[src/rtl/gfx_rom_server.sv]
// Two-entry (demand + prefetch) word cache that serves byte reads from the
// tile/sprite fetcher out of a 16-bit external ROM, with optional next-word prefetch.
module gfx_rom_server #(
  parameter int PREFETCH = 1,
  parameter int MEM_AW   = 18
) (
  input  logic              clk_sys,
  input  logic              reset,
  input  logic              gfx_read,
  input  logic [18:0]       gfx_addr,
  output logic [7:0]        gfx_data,
  output logic              gfx_valid,
  output logic              gfx_busy,
  input  logic              gfx_flush,
  output logic              mem_req,
  output logic [MEM_AW-1:0] mem_addr,
  input  logic              mem_ack,
  input  logic [15:0]       mem_rdata
);

  typedef enum logic [1:0] {IDLE, FETCH, GAP, PREF} state_t;

  state_t            state;
  logic [MEM_AW-1:0] d_tag, p_tag;
  logic [15:0]       d_data, p_data;
  logic              d_vld, p_vld;
  logic              pend_vld;
  logic [18:0]       pend_addr;
  logic              fetch_byte;     // byte lane of the demand fetch in flight
  logic              xfer_flushed;   // a flush hit the transfer in flight
  logic              gap_from_pref;  // GAP after PREF always returns to IDLE

  logic [18:0]       req_addr;
  logic [MEM_AW-1:0] req_word, next_tag;
  logic              d_hit, p_hit, p_holds_next, pend_in_flight;

  function automatic logic [7:0] pick(input logic [15:0] w, input logic b);
    return b ? w[15:8] : w[7:0];
  endfunction

  // NOTE: every signal gets an unconditional assignment here, so no latch can be inferred.
  always_comb begin
    req_addr       = gfx_read ? gfx_addr : pend_addr;
    req_word       = MEM_AW'(req_addr[18:1]);
    next_tag       = d_tag + MEM_AW'(1);
    d_hit          = d_vld && !gfx_flush && (d_tag == req_word);
    p_hit          = p_vld && !gfx_flush && (p_tag == req_word);
    p_holds_next   = p_vld && (p_tag == next_tag);
    pend_in_flight = pend_vld && !gfx_read && (MEM_AW'(pend_addr[18:1]) == mem_addr);
  end

  assign gfx_busy = (state == FETCH) || pend_vld;

  // NOTE: all state uses non-blocking assignments; later assignments in this block
  // deliberately override earlier ones (flush beats any load in the same cycle).
  always_ff @(posedge clk_sys) begin
    if (!reset) begin
      state         <= IDLE;
      mem_req       <= 1'b0;
      mem_addr      <= '0;
      gfx_data      <= 8'h00;
      gfx_valid     <= 1'b0;
      d_tag         <= '0;
      p_tag         <= '0;
      d_data        <= '0;
      p_data        <= '0;
      d_vld         <= 1'b0;
      p_vld         <= 1'b0;
      pend_vld      <= 1'b0;
      pend_addr     <= '0;
      fetch_byte    <= 1'b0;
      xfer_flushed  <= 1'b0;
      gap_from_pref <= 1'b0;
    end else begin
      gfx_valid <= 1'b0;

      if (gfx_read && state != IDLE) begin
        pend_vld  <= 1'b1;
        pend_addr <= gfx_addr;
      end

      case (state)
        IDLE: begin
          if (gfx_read || pend_vld) begin
            pend_vld <= 1'b0;
            if (d_hit) begin
              gfx_valid <= 1'b1;
              gfx_data  <= pick(d_data, req_addr[0]);
            end else if (p_hit) begin
              gfx_valid <= 1'b1;
              gfx_data  <= pick(p_data, req_addr[0]);
              d_tag     <= p_tag;
              d_data    <= p_data;
              d_vld     <= 1'b1;
              p_vld     <= 1'b0;
              if (PREFETCH == 1) begin
                state         <= GAP;
                gap_from_pref <= 1'b0;
              end
            end else begin
              state        <= FETCH;
              mem_req      <= 1'b1;
              mem_addr     <= req_word;
              fetch_byte   <= req_addr[0];
              xfer_flushed <= 1'b0;
            end
          end
        end

        FETCH: begin
          if (mem_ack) begin
            mem_req       <= 1'b0;
            d_tag         <= mem_addr;
            d_data        <= mem_rdata;
            d_vld         <= !xfer_flushed;
            gfx_valid     <= 1'b1;
            gfx_data      <= pick(mem_rdata, fetch_byte);
            state         <= GAP;
            gap_from_pref <= 1'b0;
          end
        end

        GAP: begin
          if (!gap_from_pref && PREFETCH == 1 && !p_holds_next) begin
            state        <= PREF;
            mem_req      <= 1'b1;
            mem_addr     <= next_tag;
            xfer_flushed <= 1'b0;
          end else begin
            state <= IDLE;
          end
        end

        PREF: begin
          if (mem_ack) begin
            mem_req       <= 1'b0;
            p_tag         <= mem_addr;
            p_data        <= mem_rdata;
            p_vld         <= !xfer_flushed;
            state         <= GAP;
            gap_from_pref <= 1'b1;
            // A waiting read for the word being prefetched is answered straight from the bus.
            if (pend_in_flight) begin
              gfx_valid <= 1'b1;
              gfx_data  <= pick(mem_rdata, pend_addr[0]);
              pend_vld  <= 1'b0;
            end
          end
        end

        default: state <= IDLE;
      endcase

      if (gfx_flush) begin
        d_vld        <= 1'b0;
        p_vld        <= 1'b0;
        xfer_flushed <= 1'b1;
      end
    end
  end

endmodule

[config.mk]
export PLATFORM = sky130hd
export DESIGN_NAME = gfx_rom_server
export DESIGN_NICKNAME = d
export VERILOG_FILES = /design/src/rtl/gfx_rom_server.sv
export SDC_FILE = /design/constraint.sdc
export NUM_CORES = 1
export LEC_CHECK = 0
export ABC_CLOCK_PERIOD_IN_PS = 3850
export CORE_MARGIN = 3
export CORE_UTILIZATION = 55
export DETAILED_ROUTE_END_ITERATION = 8
export PLACE_DENSITY_LB_ADDON = 0.05
export SYNTH_ARGS = -nofsm -noshare
export SYNTH_HDL_FRONTEND = slang
export SYNTH_SLANG_ARGS = --single-unit
[constraint.sdc]
create_clock -name clk_sys -period 3.85 [get_ports clk_sys]
set_input_delay 0.77 -clock clk_sys [delete_from_list [all_inputs] [get_ports clk_sys]]
set_output_delay 0.77 -clock clk_sys [all_outputs]
set_load 0.1 [all_outputs]
==> results of run 1 <==
[tightest hold or removal path, cell delays in order (launching register included)]
cell	delay (ns)
dfxtp_1	0.30
nand2_1	0.05
mux2i_1	0.06
[path summary, 6_finish.rpt]
check	startpoint	slack (ns)	endpoint	depth (start not counted)
worst min register to register	gfx_data[6]	0.47	gfx_data[6]	2
worst min-delay path	gfx_data[6]	0.47	gfx_data[6]	2
worst max register to register	d_tag[1]	0.21	mem_addr[1]	11
worst max-delay path	d_tag[1]	0.21	mem_addr[1]	11
[metrics by stage]
stage	worst slack [ns]	util (%)	cell area [um^2]
floorplan	0.631	-	7490
global placement	0.200	62.2	8270
detailed placement	0.0900	62.2	8270
CTS	0.298	66.9	8890
global route	0.0582	66.9	8890
finish	0.212	66.9	8890
[synthesized netlist by cell type, types with 5 or more instances]
master / count
o21ai_1: 8
dfxtp_1: 123
xnor2_1: 57
buf_6: 10
xor2_1: 30
nand3_1: 11
buf_2: 10
nor2b_1: 6
nand4_1: 9
o31ai_1: 10
mux2i_1: 87
clkbuf_1: 49
a211oi_2: 30
nor4_1: 18
nor3_1: 6
inv_1: 11
nand2_1: 173
o211ai_1: 17
ha_1: 5
a21oi_1: 95
o21ai_0: 13
nor2_1: 20
a22o_1: 10
mux2i_2: 6
[routing by layer]
layer,part of all wire (%),global-route usage (%),up-vias
li1,-,-,3196
met1,46,44.4,3269
met2,44,46.2,299
met3,8.1,7.79,39
met4,2.0,10.5,2
met5,0.057,0,-
[sequential cells by signal (all words and copies together) (netlist names)]
name,cells
d_tag,18
d_data,16
pend_addr,19
pend_vld,1
mem_addr,18
gfx_data,8
state,2
gfx_valid,1
mem_req,1
d_vld,1
xfer_flushed,1
p_tag,18
fetch_byte,1
p_data,16
gap_from_pref,1
p_vld,1
[report_power, final]
part | internal (uW) | switching (uW) | leakage (uW)
combinational | 1300 | 2370 | 0.00200
sequential | 1600 | 389 | 0.00100
clock | 1060 | 627 | 0.000301
[cells by family (layout without fill, tap and decap cells)]
group	count (synthesis)	after routing	share of synthesized area (%)
XOR/XNOR	89	89	10.8
AO/OA/AOI/OAI	206	206	19.1
flip-flops	123	123	32.9
buffers and inverters	84	136	5.38
adder cells (fa/ha/maj)	5	5	0.835
AND/OR/NAND/NOR	279	279	17.2
multiplexers	97	97	13.8
[final cells by class]
class	count	share of cell area (%)
multi-input cells	676	52.3
inverters	13	0.563
repair buffers	91	10.0
well taps	176	2.48
clock inverters	12	1.84
flip-flops and latches	123	27.7
clock buffers	20	5.14
==> flow_metrics.tcl, run 1 <==
set metrics [dict create \
    ys_ff_latch 123 \
    vias_per_cell 6.13 \
    areaGrowthSynthToFinish_pct 18.7 \
    grt_overflow 0 \
    tns_ns 0 \
    synth_top_area_cell "dfxtp_1" \
    yosys_warnings 0 \
    p_leak_uw 0.00330 \
    grt_pass1_wl_um 35800 \
    antenna_left 0 \
    multiInputGateArea_um2 4650 \
    worst-path-max-fanout 19 \
    synth_cells 883 \
    first_pass_iters 5 \
    gp_congestion 0.941 \
    mostFrequentLayoutCells "nand2_1 (173), dfxtp_1 (123), a21oi_1 (95)" \
    grt_start_max_net_pins 63 \
    slowest_delay_ns 0.43 \
    start_kind "flop" \
    detail_route.wl_per_cell_um 20.4 \
    initial_core_util_pct 56.3 \
    cts-root-buf "clkbuf_16" \
    avgSynthCellArea_um2 8.48 \
    syn-num-nets 928 \
    cp_num_buf_inv 2 \
    diodes 0 \
    drt_iter0_drc 734 \
    gr-usage-all-layers_pct 31.2 \
    dieHeight_um 123 \
    max-slew-margin-rel_pct 29.3 \
    clkTransAtPathRegs_ns 0.06 \
    synth_area_leaders "dfxtp_1 (33%), mux2i_1 (12%), nand2_1 (8.7%)" \
    ys.flop_type "dfxtp_1" \
    syn_area_um2 7490 \
    core-area_um2 13300 \
    placed_cells 1079 \
    remaining_drc_errors 0 \
    die-area_um2 15100 \
    row_count 42 \
    hold_slack_ns 0.466 \
    mostFrequentLayoutCell "nand2_1" \
    slew_viol_final 0 \
    cts_made_buffers 17 \
    regArea_um2 2460 \
    io_buffers 68 \
    cts-resized-gates 0 \
    clock-sinks 123 \
    antenna_found_initial 1 \
    worstPathArrival_ns 3.98 \
    drive_gt1_share_pct 12.1 \
    clk_latency_ns 0.43 \
    worstMarginPinSlew_ns 1.06 \
    hold_path_class "reg2reg" \
    peakVddDrop_v 0.000394 \
    yosysUniqueCellTypes 60 \
    synth-edff-count 0 \
    fin_nets 967 \
    synth_top_cell_area_share_pct 32.9 \
    ys_async_sr_fraction_pct 0 \
    ys_seq_area_share_pct 32.9 \
    dieWidth_um 123 \
    grt_pass1_vias 6439 \
    path_delay_family "simple AND/OR/NAND/NOR gates" \
    drv_cap 0 \
    dp.final_hpwl_um 15500 \
    slowest_stage "dfxtp_1" \
    hold_violations 0 \
    total_power_uw 7350 \
    fillers 1131 \
    min_period_over_period_pct 94.5 \
    clock_path_buffers 2 \
    rsz0062_at_grt "no" \
    fmax_mhz 275 \
    cellPowerDensity_nw_per_um2 826 \
    crit_type "reg2reg" \
    cts-hold-fix-buffers 0 \
    period_minus_slack_ns 3.64 \
    worstPathRequired_ns 4.19 \
    vias 6805 \
    path_cells "ha_1, nand3_1, buf_4, nor3_1, xnor2_1, nor4b_1, o2111ai_1, o21ai_1, o21bai_2, buf_12, mux2i_1" \
    finClkSkew_ns 0.00711 \
    cts.htree.levels 4 \
    setup_viol 0 \
    cts_tree "built" \
    cp-end-kind "flop" \
    ioPinCount 69 \
    fin_cells 1111 \
    cts_setup_buffers 0 \
    drt-total-wl_um 22700 \
    outcome "finished, final reports clean" \
]
(Power assumes the default switching activity.)
==> inputs of run 2 (changes only) <==
--- a/config.mk
+++ b/config.mk
@@ -6,8 +6,10 @@
 export NUM_CORES = 1
 export LEC_CHECK = 0
 export ABC_CLOCK_PERIOD_IN_PS = 3850
+export CELL_PAD_IN_SITES_DETAIL_PLACEMENT = 1
+export CELL_PAD_IN_SITES_GLOBAL_PLACEMENT = 1
 export CORE_MARGIN = 3
-export CORE_UTILIZATION = 55
+export CORE_UTILIZATION = 44
 export DETAILED_ROUTE_END_ITERATION = 8
 export PLACE_DENSITY_LB_ADDON = 0.05
 export SYNTH_ARGS = -nofsm -noshare
==> flow_metrics.tcl, run 2 (same netlist as run 1, synthesis figures left out) <==
set metrics [dict create \
    slew_viol_final 0 \
    diodes 0 \
    dieWidth_um 136 \
    drv_cap 0 \
    max-slew-margin-rel_pct 33.7 \
    hold_slack_ns 0.459 \
    cts.htree.levels 4 \
    path_delay_family "simple AND/OR/NAND/NOR gates" \
    regArea_um2 2460 \
    rsz0062_at_grt "no" \
    clkTransAtPathRegs_ns 0.06 \
    vias 6826 \
    antenna_found_initial 0 \
    worst-path-max-fanout 19 \
    dp.final_hpwl_um 18400 \
    cts-resized-gates 0 \
    cp_num_buf_inv 2 \
    slowest_stage "dfxtp_1" \
    io_buffers 68 \
    hold_path_class "reg2reg" \
    slowest_delay_ns 0.52 \
    grt_pass1_vias 6876 \
    sw_frac_of_total_pct 46.7 \
    cp-end-kind "flop" \
    gr-usage-all-layers_pct 28.2 \
    min_period_over_period_pct 88.7 \
    drt_iter0_drc 371 \
    clock_path_buffers 2 \
    crit_type "reg2reg" \
    first_pass_iters 5 \
    areaGrowthSynthToFinish_pct 19.9 \
    dpl_worst_slack_ns 0.0426 \
    fillers 1948 \
    drive_gt1_share_pct 12.6 \
    peakVddDrop_v 0.000551 \
    worstMarginPinSlew_ns 0.991 \
    cellPowerDensity_nw_per_um2 825 \
    start_kind "flop" \
    cts_tree "built" \
    cts_made_buffers 17 \
    hold_violations 0 \
    drt-total-wl_um 25600 \
    multiInputGateArea_um2 4650 \
    clock-sinks 123 \
    largest_reg_flops 19 \
    mostFrequentLayoutCells "nand2_1 (173), dfxtp_1 (123), a21oi_1 (95)" \
    power_frac_comb_pct 50.0 \
    grt_pass1_wl_um 39800 \
    cts-root-buf "clkbuf_16" \
    path_cells "nand4_1, buf_4, nor4_1, xnor2_1, nor4bb_1, o2111ai_1, o21ai_1, o21bai_2, buf_12, mux2i_1" \
    vias_per_cell 5.88 \
    row_count 47 \
    p_clk_share_pct 22.7 \
    die-area_um2 18600 \
    core-area_um2 16600 \
    fmax_mhz 293 \
    worstPathArrival_ns 3.76 \
    initial_core_util_pct 45.0 \
    setup_viol 0 \
    remaining_drc_errors 0 \
    dieHeight_um 136 \
    cts-hold-fix-buffers 0 \
    p_seq_share_pct 27.4 \
    grt_start_max_net_pins 61 \
    worstPathRequired_ns 4.20 \
    p_int_uw 3950 \
    clk_latency_ns 0.43 \
    tns_ns 0 \
    antenna_left 0 \
    regMostFlops "pend_addr" \
    mostFrequentLayoutCell "nand2_1" \
    cts_setup_buffers 0 \
    finClkSkew_ns 0.00944 \
    p_leak_uw 0.00332 \
    fin_nets 973 \
    detail_route.wl_per_cell_um 22.1 \
    outcome "finished, final reports clean" \
    ioPinCount 69 \
    period_minus_slack_ns 3.42 \
    power.switching_uw 3460 \
    grt_overflow 0 \
    gp_congestion 0.936 \
    setup_ws_ns 0.434 \
]
[run 2: layout make-up]
class,count,share of cell area [%]
well taps,220,3.07
inverters,13,0.557
repair buffers,97,10.4
clock inverters,13,1.85
flip-flops and latches,123,27.4
multi-input cells,676,51.7
clock buffers,19,4.93
[run 2: per-layer routing]
metal  up-vias  global-route usage (%)  part of all wire (%)
met5         -                       0                     0
met2       147                    44.3                    47
met4         0                    8.06                   1.4
li1       3207                       -                     -
met3        23                    5.70                   4.1
met1      3449                    39.1                    48
[run 2: path summary, 6_finish.rpt]
path                             startpoint           to  slack, ns  cells past startpoint
worst max register to register     d_tag[4]  mem_addr[7]       0.43                     10
worst max-delay path               d_tag[4]  mem_addr[7]       0.43                     10
worst min register to register  gfx_data[4]  gfx_data[4]       0.46                      2
worst min-delay path            gfx_data[4]  gfx_data[4]       0.46                      2
[run 2: metrics by stage]
stage / util, % / instances / cell area (um^2) / power [uW]
detailed placement: 50.3 / 1129 / 8370 / 5690
CTS: 54.0 / 1161 / 8980 / 7420
global route: 54.0 / 1161 / 8980 / 7790
finish: 54.0 / 1161 / 8980 / 7400
floorplan: - / 883 / 7490 / 4700
global placement: 50.3 / 1129 / 8370 / 5580
[run 2: worst register-to-register path: stages (launching register included)]
cell	delay (ns)
dfxtp_1	0.52
nand4_1	0.19
buf_4	0.22
nor4_1	0.52
xnor2_1	0.26
nor4bb_1	0.33
o2111ai_1	0.32
o21ai_1	0.33
o21bai_2	0.19
buf_12	0.23
mux2i_1	0.23
[run 2: power groups by stage]
stage,Sequential [uW],Combinational [uW],Clock (uW)
final,2030,3700,1680
after global routing,2080,3940,1770
after CTS,2020,3690,1700
after detailed placement,2040,3660,0
after global placement,2010,3570,0
after floorplan,2360,2350,0
==> inputs of run 3 (changes only) <==
--- a/config.mk
+++ b/config.mk
@@ -12,6 +12,7 @@
 export CORE_UTILIZATION = 44
 export DETAILED_ROUTE_END_ITERATION = 8
 export PLACE_DENSITY_LB_ADDON = 0.05
+export SETUP_SLACK_MARGIN = 0.2
 export SYNTH_ARGS = -nofsm -noshare
 export SYNTH_HDL_FRONTEND = slang
 export SYNTH_SLANG_ARGS = --single-unit
==> flow_metrics.tcl, run 3 (same netlist as run 1, synthesis figures left out) <==
set metrics [dict create \
    outcome "finished, final reports clean" \
    p_leak_uw 0.00332 \
    drt_iter0_drc 355 \
    fmax_mhz 292 \
    period_minus_slack_ns 3.42 \
    worstPathArrival_ns 3.77 \
    detail_route.wl_per_cell_um 22.2 \
    cts_made_buffers 17 \
    cts.htree.levels 4 \
    core-area_um2 16600 \
    gr-usage-all-layers_pct 28.2 \
    gr-usage-met1_pct 39.1 \
    grt.busiest_layer "met2" \
    rsz0062_at_grt "no" \
    min_period_over_period_pct 88.9 \
    row_count 47 \
    cellPowerDensity_nw_per_um2 825 \
    cts-root-buf "clkbuf_16" \
    clkTransAtPathRegs_ns 0.06 \
    grt_start_max_net_pins 61 \
    gp_congestion 0.936 \
    cts_setup_buffers 0 \
    cp-end-kind "flop" \
    placed_cells 1129 \
    drive_gt1_share_pct 12.8 \
    max-slew-margin-rel_pct 31.4 \
    startpoint "d_tag[1]" \
    start_kind "flop" \
    regArea_um2 2460 \
    dieWidth_um 136 \
    grt_pass1_wl_um 39800 \
    dp.final_hpwl_um 18400 \
    die-area_um2 18600 \
    hold_path_class "reg2reg" \
    crit_type "reg2reg" \
    clk_latency_ns 0.43 \
    regMostFlops "pend_addr" \
    fin_cells 1161 \
    dieHeight_um 136 \
    worstPathRequired_ns 4.20 \
    mostFrequentLayoutCell "nand2_1" \
    hold_violations 0 \
    grt.met2_usage_pct 44.3 \
    use_met3_pct 5.70 \
    multiInputGateArea_um2 4650 \
    remaining_drc_errors 0 \
    areaGrowthSynthToFinish_pct 20.0 \
    antenna_found_initial 0 \
    cts_tree "built" \
    worstMarginPinSlew_ns 1.02 \
    grt_pass1_vias 6876 \
    mostFrequentLayoutCells "nand2_1 (173), dfxtp_1 (123), a21oi_1 (95)" \
    tns_ns 0 \
    grt_overflow 0 \
    holdCritStartpoint "gfx_data[4]" \
    diodes 0 \
    initial_core_util_pct 45.0 \
    first_pass_iters 5 \
    ioPinCount 69 \
    antenna_left 0 \
    regToRegStartpoint "d_tag[1]" \
    worst-path-max-fanout 19 \
    vias 6847 \
    slew_viol_final 0 \
    vias_per_cell 5.90 \
    fillers 1947 \
    drv_cap 0 \
    fin_nets 973 \
    peakVddDrop_v 0.000558 \
    drt-total-wl_um 25700 \
    clock_path_buffers 2 \
    clock-sinks 123 \
    cts-hold-fix-buffers 0 \
    io_buffers 68 \
    setup_viol 0 \
    largest_reg_flops 19 \
    finClkSkew_ns 0.00959 \
]
run 3: worst max-delay path, cell delays in order, from the launching register on:
cell and delay (ns):
dfxtp_1 0.42, ha_1 0.26, nand3_1 0.22, buf_4 0.26
nor3_1 0.34, xnor2_1 0.18, nor4b_1 0.36, o2111ai_1 0.34
o21ai_1 0.32, o21bai_2 0.19, buf_12 0.23, mux2i_1 0.22
run 3: report_power, final:
group	switching, uW	internal, uW	leakage, uW	total [uW]
clock network	639	1040	0.000290	1680
registers	428	1600	0.00100	2030
logic	2400	1310	0.00203	3700
total	3460	3950	0.00332	7410
run 3: final timing paths:
path	to	slack, ns	depth (start not counted)
max	mem_addr[7]	0.43	11
min	gfx_data[4]	0.46	2
max reg2reg	mem_addr[7]	0.43	11
min reg2reg	gfx_data[4]	0.46	2
run 3: cell type report:
type	instances	share of cell area [%]
Tap cell	220	3.06
Inverter	13	0.557
Clock inverter	13	1.85
Clock buffer	19	4.93
Multi-Input combinational cell	676	51.8
Timing Repair Buffer	97	10.4
Sequential cell	123	27.4
run 3: metal layers:
metal | vias up | share of wire (%)
li1 | 3206 | -
met1 | 3464 | 48
met2 | 151 | 47
met3 | 26 | 4.2
met4 | 0 | 1.5
met5 | - | 0
run 3: what timing repair did:
item,in CTS,in global routing
setup endpoints to repair,0,2
hold endpoints to repair,0,0
resized for setup,0,1
run 3: stage by stage:
step	hold slack [ns]	setup WS (ns)	power (uW)	utilization [%]	area, um^2
2_1_floorplan	0.445	0.631	4700	-	7490
3_3_place_gp	0.450	0.190	5580	50.3	8370
3_5_place_dp	0.457	0.0426	5690	50.3	8370
4_1_cts	0.465	0.477	7420	54.0	8980
5_1_grt	0.490	0.287	7790	54.0	8980
6_report	0.460	0.427	7410	54.0	8980
